$ cat src/rtl/aes_spi_pkg.sv
// Shared constants, key-mode codes and FSM state encoding for the AES SPI subordinate deframer.
package aes_spi_pkg;

    localparam logic [1:0] KM_128 = 2'b00;
    localparam logic [1:0] KM_192 = 2'b01;
    localparam logic [1:0] KM_256 = 2'b10;

    // Key frames carry a 2-bit mode prefix ahead of the key bits.
    localparam int unsigned KEY128_BITS = 130;
    localparam int unsigned KEY192_BITS = 194;
    localparam int unsigned KEY256_BITS = 258;

    localparam int unsigned CNT_BITS = 9;

    typedef enum logic [1:0] {
        ST_KEY      = 2'd0,
        ST_MSG      = 2'd1,
        ST_WAIT_RES = 2'd2,
        ST_READ     = 2'd3
    } state_e;

    function automatic logic [CNT_BITS-1:0] cnt_sat_inc(input logic [CNT_BITS-1:0] cnt);
        if (cnt == {CNT_BITS{1'b1}}) begin
            return cnt;
        end else begin
            return cnt + 9'd1;
        end
    endfunction

endpackage

$ cat src/rtl/aes_spi_sync.sv
// N-stage input synchronizer with rise/fall detection on the synchronized value.
module aes_spi_sync
    import aes_spi_pkg::*;
#(
    parameter int unsigned STAGES = 2
) (
    input  logic clk,
    input  logic rst,
    input  logic d,
    output logic q,
    output logic rise,
    output logic fall
);

    logic [STAGES-1:0] chain_r;
    logic              prev_r;

    // Synchronizer chain plus one history flop for edge detection; all reset low so that
    // no falling edge can be seen after reset until the line has been observed high.
    always_ff @(posedge clk or posedge rst) begin
        if (rst) begin
            chain_r <= '0;
            prev_r  <= 1'b0;
        end else begin
            chain_r <= {chain_r[STAGES-2:0], d};
            prev_r  <= chain_r[STAGES-1];
        end
    end

    assign q    = chain_r[STAGES-1];
    assign rise = chain_r[STAGES-1] & ~prev_r;
    assign fall = ~chain_r[STAGES-1] & prev_r;

endmodule

$ cat src/rtl/aes_spi_sub_frame.sv
// SPI subordinate deframer for the AES cores: key/message frames in, result frame out on miso.
// Define AES_SPI_FRAME_ERR_EN to add the frame_err pulse and saturating err_cnt outputs.
module aes_spi_sub_frame
    import aes_spi_pkg::*;
#(
    parameter int unsigned SYNC_STAGES = 2,
    parameter int unsigned MSG_BITS    = 128
) (
    input  logic                clk,
    input  logic                rst,
    input  logic                cs_n,
    input  logic                sclk,
    input  logic                mosi,
    output logic                miso,
    output logic [255:0]        key,
    output logic [1:0]          key_mode,
    output logic                key_valid,
    output logic [MSG_BITS-1:0] msg,
    output logic                msg_valid,
    input  logic [MSG_BITS-1:0] res,
    input  logic                res_valid,
    output logic                res_ready,
    output logic                busy
`ifdef AES_SPI_FRAME_ERR_EN
    ,
    output logic                frame_err,
    output logic [7:0]          err_cnt
`endif
);

    localparam int unsigned RX_BITS = KEY256_BITS;
    localparam logic [CNT_BITS-1:0] MSG_CNT = CNT_BITS'(MSG_BITS);

    logic cs_q_s, cs_rise_s, cs_fall_s;
    logic sclk_rise_s, sclk_fall_s;
    logic mosi_q_s;

    aes_spi_sync #(.STAGES(SYNC_STAGES)) u_sync_cs (
        .clk(clk), .rst(rst), .d(cs_n), .q(cs_q_s), .rise(cs_rise_s), .fall(cs_fall_s)
    );
    aes_spi_sync #(.STAGES(SYNC_STAGES)) u_sync_sclk (
        .clk(clk), .rst(rst), .d(sclk), .q(), .rise(sclk_rise_s), .fall(sclk_fall_s)
    );
    aes_spi_sync #(.STAGES(SYNC_STAGES)) u_sync_mosi (
        .clk(clk), .rst(rst), .d(mosi), .q(mosi_q_s), .rise(), .fall()
    );

    state_e                state_r, state_next_s;
    logic                  in_frame_r, in_frame_next_s;
    logic [CNT_BITS-1:0]   cnt_r, cnt_next_s;
    logic [RX_BITS-1:0]    rx_r, rx_next_s;
    logic [MSG_BITS-1:0]   tx_r, tx_next_s, res_hold_r;
    logic                  bit_s, end_s;
    logic                  k128_s, k192_s, k256_s;
    logic [255:0]          key_sel_s;
    logic [1:0]            mode_sel_s;
    logic                  key_load_s, msg_load_s, tx_load_s, tx_reload_s, discard_s;
    logic                  miso_r, key_valid_r, msg_valid_r, res_ready_r;
    logic [255:0]          key_r;
    logic [1:0]            key_mode_r;
    logic [MSG_BITS-1:0]   msg_r;

    // in_frame only opens on a genuine cs_n fall, so a frame cut by reset stays ignored.
    assign bit_s = in_frame_r & sclk_rise_s;
    assign end_s = in_frame_r & cs_rise_s;

    // Next capture state; the last sclk rise of a frame is folded in before frame evaluation.
    always_comb begin
        cnt_next_s      = cnt_r;
        rx_next_s       = rx_r;
        in_frame_next_s = in_frame_r;
        if (cs_fall_s) begin
            cnt_next_s = 9'd0;
        end else if (bit_s) begin
            cnt_next_s = cnt_sat_inc(cnt_r);
        end else begin
            cnt_next_s = cnt_r;
        end
        if (bit_s) begin
            rx_next_s = {rx_r[RX_BITS-2:0], mosi_q_s};
        end else begin
            rx_next_s = rx_r;
        end
        if (cs_fall_s) begin
            in_frame_next_s = 1'b1;
        end else if (cs_rise_s) begin
            in_frame_next_s = 1'b0;
        end else begin
            in_frame_next_s = in_frame_r;
        end
    end

    assign k128_s = (cnt_next_s == CNT_BITS'(KEY128_BITS)) && (rx_next_s[KEY128_BITS-1 -: 2] == KM_128);
    assign k192_s = (cnt_next_s == CNT_BITS'(KEY192_BITS)) && (rx_next_s[KEY192_BITS-1 -: 2] == KM_192);
    assign k256_s = (cnt_next_s == CNT_BITS'(KEY256_BITS)) && (rx_next_s[KEY256_BITS-1 -: 2] == KM_256);

    // Left-align the key payload of whichever key frame length matched.
    always_comb begin
        key_sel_s  = {rx_next_s[127:0], 128'd0};
        mode_sel_s = KM_128;
        if (k256_s) begin
            key_sel_s  = rx_next_s[255:0];
            mode_sel_s = KM_256;
        end else if (k192_s) begin
            key_sel_s  = {rx_next_s[191:0], 64'd0};
            mode_sel_s = KM_192;
        end else begin
            key_sel_s  = {rx_next_s[127:0], 128'd0};
            mode_sel_s = KM_128;
        end
    end

    // FSM next state and the one-cycle load/discard strobes.
    always_comb begin
        state_next_s = state_r;
        key_load_s   = 1'b0;
        msg_load_s   = 1'b0;
        tx_load_s    = 1'b0;
        tx_reload_s  = 1'b0;
        discard_s    = 1'b0;
        case (state_r)
            ST_KEY: begin
                if (end_s && (k128_s || k192_s || k256_s)) begin
                    key_load_s   = 1'b1;
                    state_next_s = ST_MSG;
                end else if (end_s) begin
                    discard_s = 1'b1;
                end else begin
                    state_next_s = ST_KEY;
                end
            end
            ST_MSG: begin
                if (end_s && (cnt_next_s == MSG_CNT)) begin
                    msg_load_s   = 1'b1;
                    state_next_s = ST_WAIT_RES;
                end else if (end_s) begin
                    discard_s = 1'b1;
                end else begin
                    state_next_s = ST_MSG;
                end
            end
            ST_WAIT_RES: begin
                if (res_valid) begin
                    tx_load_s    = 1'b1;
                    state_next_s = ST_READ;
                end else begin
                    state_next_s = ST_WAIT_RES;
                end
                discard_s = end_s;
            end
            ST_READ: begin
                if (end_s && (cnt_next_s == MSG_CNT)) begin
                    state_next_s = ST_KEY;
                end else if (end_s) begin
                    tx_reload_s = 1'b1;
                    discard_s   = 1'b1;
                end else begin
                    state_next_s = ST_READ;
                end
            end
            default: begin
                state_next_s = ST_KEY;
            end
        endcase
    end

    // Result shifter: load on handshake, reload after a short read, shift on each sclk fall.
    always_comb begin
        tx_next_s = tx_r;
        if (tx_load_s) begin
            tx_next_s = res;
        end else if (tx_reload_s) begin
            tx_next_s = res_hold_r;
        end else if (in_frame_r && sclk_fall_s && (state_r == ST_READ)) begin
            tx_next_s = {tx_r[MSG_BITS-2:0], 1'b0};
        end else begin
            tx_next_s = tx_r;
        end
    end

    // FSM state register.
    always_ff @(posedge clk or posedge rst) begin
        if (rst) begin
            state_r <= ST_KEY;
        end else begin
            state_r <= state_next_s;
        end
    end

    // Capture datapath registers.
    always_ff @(posedge clk or posedge rst) begin
        if (rst) begin
            in_frame_r <= 1'b0;
            cnt_r      <= 9'd0;
            rx_r       <= '0;
            tx_r       <= '0;
            res_hold_r <= '0;
        end else begin
            in_frame_r <= in_frame_next_s;
            cnt_r      <= cnt_next_s;
            rx_r       <= rx_next_s;
            tx_r       <= tx_next_s;
            res_hold_r <= tx_load_s ? res : res_hold_r;
        end
    end

    // Registered outputs.
    always_ff @(posedge clk or posedge rst) begin
        if (rst) begin
            miso_r      <= 1'b0;
            key_r       <= 256'd0;
            key_mode_r  <= 2'b00;
            key_valid_r <= 1'b0;
            msg_r       <= '0;
            msg_valid_r <= 1'b0;
            res_ready_r <= 1'b0;
        end else begin
            miso_r      <= (in_frame_next_s && (state_next_s == ST_READ)) ? tx_next_s[MSG_BITS-1] : 1'b0;
            key_r       <= key_load_s ? key_sel_s : key_r;
            key_mode_r  <= key_load_s ? mode_sel_s : key_mode_r;
            key_valid_r <= key_load_s;
            msg_r       <= msg_load_s ? rx_next_s[MSG_BITS-1:0] : msg_r;
            msg_valid_r <= msg_load_s;
            res_ready_r <= (state_next_s == ST_WAIT_RES);
        end
    end

    assign miso      = miso_r;
    assign key       = key_r;
    assign key_mode  = key_mode_r;
    assign key_valid = key_valid_r;
    assign msg       = msg_r;
    assign msg_valid = msg_valid_r;
    assign res_ready = res_ready_r;
    assign busy      = in_frame_r;

`ifdef AES_SPI_FRAME_ERR_EN
    logic       frame_err_r;
    logic [7:0] err_cnt_r;

    // Discard pulse and saturating discard counter.
    always_ff @(posedge clk or posedge rst) begin
        if (rst) begin
            frame_err_r <= 1'b0;
            err_cnt_r   <= 8'd0;
        end else begin
            frame_err_r <= discard_s;
            err_cnt_r   <= (discard_s && (err_cnt_r != 8'hFF)) ? err_cnt_r + 8'd1 : err_cnt_r;
        end
    end

    assign frame_err = frame_err_r;
    assign err_cnt   = err_cnt_r;
`endif

endmodule

$ cat config.mk
export PLATFORM = sky130hd
export DESIGN_NAME = aes_spi_sub_frame
export DESIGN_NICKNAME = d
export VERILOG_FILES = /design/src/rtl/aes_spi_pkg.sv /design/src/rtl/aes_spi_sync.sv /design/src/rtl/aes_spi_sub_frame.sv
export SDC_FILE = /design/constraint.sdc
export NUM_CORES = 2
export LEC_CHECK = 0
export BUFFER_PORTS_ARGS = -buffer_cell sky130_fd_sc_hd__buf_4
export CAP_MARGIN = 20
export CORE_MARGIN = 2
export CORE_UTILIZATION = 62
export DETAILED_ROUTE_END_ITERATION = 8
export GPL_ROUTABILITY_DRIVEN = 0
export PLACE_DENSITY = 0.85
export REMOVE_ABC_BUFFERS = 1
export SYNTH_ARGS = -nofsm -noshare
export SYNTH_HDL_FRONTEND = slang
export SYNTH_SLANG_ARGS = --single-unit
$ cat constraint.sdc
create_clock -name clk -period 50.3 [get_ports clk]
set_clock_uncertainty 0.1 [all_clocks]
set_input_delay 2.515 -clock clk [delete_from_list [all_inputs] [get_ports clk]]
set_output_delay 2.515 -clock clk [all_outputs]
set_load 0.02 [all_outputs]
==> Implementation_results.wiki <==
{| class="wikitable"
! Metric !! Value
|-
| Rows || 92
|-
| Buffer cell driving the clock tree root || sky130_fd_sc_hd__clkbuf_16
|-
| Post-synthesis instance area || slightly below 40000 µm²
|-
| Ranking of synthesized cells by area || sky130_fd_sc_hd__dfrtp_1 (59%), sky130_fd_sc_hd__nand2_1 (7.5%), sky130_fd_sc_hd__mux2i_1 (5.7%)
|-
| Signal arrival time at the worst endpoint || between 6 and 7 ns
|-
| GRT met1 Usage || between 40% and 50%
|-
| Routed length per placed instance || 22.2 µm
|-
| Placeable core region || 63000 µm²
|-
| Tcrit/Tclk final || a little under an eighth
|-
| Reg-to-reg critical path startpoint || busy
|-
| Antenna viol nets, final || 0
|-
| Drt first pass iters || 6
|-
| Number of inserted filler cells in the final layout || 4123
|-
| Post_cts resized || 0
|-
| Maximum number of pins on one net before global-route repair || between 200 and 250
|-
| Worst setup path start || busy
|-
| Tightest Hold Check Type || flip-flop to flip-flop
|-
| FF-to-FF setup slack || between 40 and 50 ns
|-
| Leading cell type in the layout, fill and taps excluded || sky130_fd_sc_hd__dfrtp_1
|-
| Cell Pwr Density || 32.7 nW/µm²
|-
| Met3 capacity usage during global routing || between 8 and 9%
|-
| Number of buffers inserted by port buffering || between 500 and 600
|-
| Initial Utilization || a little over three fifths
|-
| Aggregate global-route resource usage || between 30% and 40%
|-
| Post-synth top area share || 58.6%
|-
| Clock latency of the later-clocked register in the worst-skew pair || between 0.6 and 0.7 ns
|-
| Worst vdd ir || ~0.028 mV
|-
| Worst relative slew slack || between 20% and 30%
|-
| Post-CTS setup buffers || 0
|-
| TritonCTS clock tree || yes
|-
| Total design power || around 1.5 mW
|-
| Critical path endpoint || key[218]
|-
| Number of DRC violations after detailed-routing iteration 0 || around 4000
|-
| Sequential Area || 23100 µm²
|-
| Most Crowded Layer GR || met2
|-
| Met2 track utilization from global routing || 54.8%
|-
| Outcome || completed
|-
| Area occupied by multi-input gates || between 10000 and 15000 µm²
|-
| Die footprint || between 60000 and 70000 µm²
|-
| Total Routed Length || 116000 µm
|-
| Relative area change from synthesis to final layout || 18.2%
|-
| TritonCTS buffer count || 93
|-
| Average cell area after synthesis || around 10 µm²
|-
| Antenna violations before repair || 3
|-
| Finish-stage setup viols || 0
|-
| Fraction of the yosys area taken by sequential cells || 58.6%
|-
| Endpoint of the lowest-slack register-to-register path || key[218]
|-
| Post-DP HPWL || 69600 µm
|-
| First-pass GRT wire length || roughly 180000 µm
|-
| Number of violations of the max-capacitance limit || 0
|-
| Number of sinks handled by clock tree synthesis || between 900 and 1000
|-
| Leakage || around 25 nW
|-
| Tightest Pin Transition || ~1.2 ns
|-
| Mean number of vias per cell || slightly above 6
|-
| Minimum clock period || approximately 6 ns
|-
| Height of the die || approximately 260 µm
|-
| Warnings from Yosys || 0
|-
| Number of vias after detailed routing || approximately 32000
|-
| Fraction of registers with async set or reset after synthesis || 100%
|-
| Number of enable flip-flop cells after synthesis || 0
|-
| Count of unique library cells instantiated by Yosys || a little under 60
|-
| H-tree levels || 3
|-
| Data required, critical path || 50.75 ns
|-
| Global-route congestion overflow total || 0
|-
| Clock tree buffer depth || 3
|-
| Cell type with the largest total area after synthesis || sky130_fd_sc_hd__dfrtp_1
|-
| Max-slew violation count || 0
|-
| Unrepaired setup endpoints after global routing || no
|-
| Total I/O pin count || ~530
|-
| Mapped Cells || between 3000 and 4000
|-
| Kind of launch point of the worst setup path || flip-flop
|-
| Setup TNS || 0 ns
|-
| Register clock-pin slew on the reported worst setup and hold paths || around 0.060 ns
|-
| Number of global-route vias before repair || roughly 33000
|-
| #FFs+latches synth || approximately 920
|-
| Hold Path Stages || 0
|-
| Kind of critical path || flip-flop to flip-flop
|-
| Drt drc || 0
|-
| Reg2reg path depth || 11
|-
| Width of the chip || 256 µm
|-
| Share of cells above drive strength 1 || between 15 and 20%
|-
| Most used flip-flop cell after synthesis || sky130_fd_sc_hd__dfrtp_1
|-
| Total count of hold-check failures in the final report || 0
|-
| Fin nets || 4432
|-
| CP Capture Type || flip-flop
|-
| Most used cells in the layout excluding fill and tap cells || sky130_fd_sc_hd__dfrtp_1 (924), sky130_fd_sc_hd__nand2_1 (790), sky130_fd_sc_hd__buf_4 (558)
|-
| Peak clock frequency supported by timing || around 170 MHz
|-
| Hold buffer count at cts || 0
|-
| Peak fanout along the critical path || ~100
|}
[state kept, by name, summed over array words and instances (netlist names)]
name / cells
res_ready: 1
msg_valid: 1
miso: 1
state_r: 2
rx_r: 258
u_sync_sclk.chain_r: 2
busy: 1
msg: 128
u_sync_cs.prev_r: 1
res_hold_r: 128
key: 256
u_sync_sclk.prev_r: 1
key_mode: 2
tx_r: 128
cnt_r: 9
key_valid: 1
u_sync_mosi.chain_r: 2
u_sync_cs.chain_r: 2
[how the worst min path moves through the flow]
stage / from / to / slack [ns]
2_1_floorplan: u_sync_cs.chain_r[0] / u_sync_cs.chain_r[1] / 0.23
3_3_place_gp: u_sync_mosi.chain_r[0] / u_sync_mosi.chain_r[1] / 0.23
3_5_place_dp: u_sync_cs.chain_r[0] / u_sync_cs.chain_r[1] / 0.24
4_1_cts: u_sync_cs.chain_r[0] / u_sync_cs.chain_r[1] / 0.25
5_1_grt: u_sync_cs.chain_r[0] / u_sync_cs.chain_r[1] / 0.26
6_report: u_sync_cs.chain_r[0] / u_sync_cs.chain_r[1] / 0.25
[area by class of cell]
class                   instances  share of cell area [%]
diodes                          3                  0.0161
clock buffers                 131                    5.68
clock inverters                37                    1.13
inverters                     230                    1.87
multi-input cells            2486                    30.3
flip-flops and latches        924                    49.6
well taps                     846                    2.27
repair buffers                562                    9.15
[power by group]
group | switching, mW | internal (mW) | leakage, nW
logic | 0.0374 | 0.0152 | 10.7
clock network | 0.303 | 0.421 | 1.56
registers | 0.00368 | 0.747 | 12.4
total | 0.344 | 1.18 | 24.6
[metrics by stage]
stage / cell area (µm²) / hold WS [ns] / utilization [%] / worst slack (ns) / cells
after floorplan: 38000 / 0.231 / - / 21.70 / 3640
after global placement: 43500 / 0.233 / 69.0 / 44.07 / 5047
after detailed placement: 43500 / 0.239 / 69.0 / 43.85 / 5047
after CTS: 46600 / 0.252 / 74.1 / 43.73 / 5215
after global routing: 46700 / 0.258 / 74.1 / 44.10 / 5218
final: 46700 / 0.252 / 74.1 / 44.40 / 5219
[worst max-delay path, cell delays in order (launching register included)]
cell	delay [ns]
sky130_fd_sc_hd__dfrtp_1	0.54
sky130_fd_sc_hd__and3b_4	0.24
sky130_fd_sc_hd__buf_4	0.81
sky130_fd_sc_hd__buf_4	0.90
sky130_fd_sc_hd__a21oi_1	0.16
sky130_fd_sc_hd__o211ai_1	0.13
sky130_fd_sc_hd__a21oi_1	0.18
sky130_fd_sc_hd__o211ai_4	0.32
sky130_fd_sc_hd__buf_4	0.86
sky130_fd_sc_hd__buf_4	0.99
sky130_fd_sc_hd__a21oi_1	0.10
sky130_fd_sc_hd__a21oi_1	0.29
[kinds of logic (layout without fill, tap and decap cells)]
kind of cell	after synthesis	after routing	synth area share [%]
AND/OR/NAND/NOR	1134	1134	11.3
adder cells (fa/ha/maj)	2	2	0.0570
buffers and inverters	549	960	5.81
other	0	3	0
XOR/XNOR	3	3	0.0666
flip-flops	924	924	58.6
multiplexers	224	224	5.69
AO/OA/AOI/OAI	1123	1123	18.5
[cells in the mapped netlist (4+ instances only)]
cell type                  instances
sky130_fd_sc_hd__a21oi_1         265
sky130_fd_sc_hd__a22oi_1          64
sky130_fd_sc_hd__a32o_1           64
sky130_fd_sc_hd__and4_1            5
sky130_fd_sc_hd__buf_1            25
sky130_fd_sc_hd__buf_2           103
sky130_fd_sc_hd__buf_4            14
sky130_fd_sc_hd__buf_6             7
sky130_fd_sc_hd__clkbuf_1        170
sky130_fd_sc_hd__dfrtp_1         924
sky130_fd_sc_hd__inv_1           230
sky130_fd_sc_hd__mux2i_1         223
sky130_fd_sc_hd__nand2_1         791
sky130_fd_sc_hd__nand2b_1          4
sky130_fd_sc_hd__nand3_1           8
sky130_fd_sc_hd__nand4_1           4
sky130_fd_sc_hd__nor2_1          262
sky130_fd_sc_hd__nor3_1           38
sky130_fd_sc_hd__nor3b_1           4
sky130_fd_sc_hd__o211ai_1        130
sky130_fd_sc_hd__o21ai_0         367
sky130_fd_sc_hd__o21ai_1          85
sky130_fd_sc_hd__o221a_1          60
sky130_fd_sc_hd__o221a_2          66
[layer usage]
layer  up-vias  routed length [µm]
met3       332               10800
met4         0                5920
li1      14270                   -
met1     16154               45000
met2      1699               54400
met5         -                   0
Power figures use the tool's default switching activity.
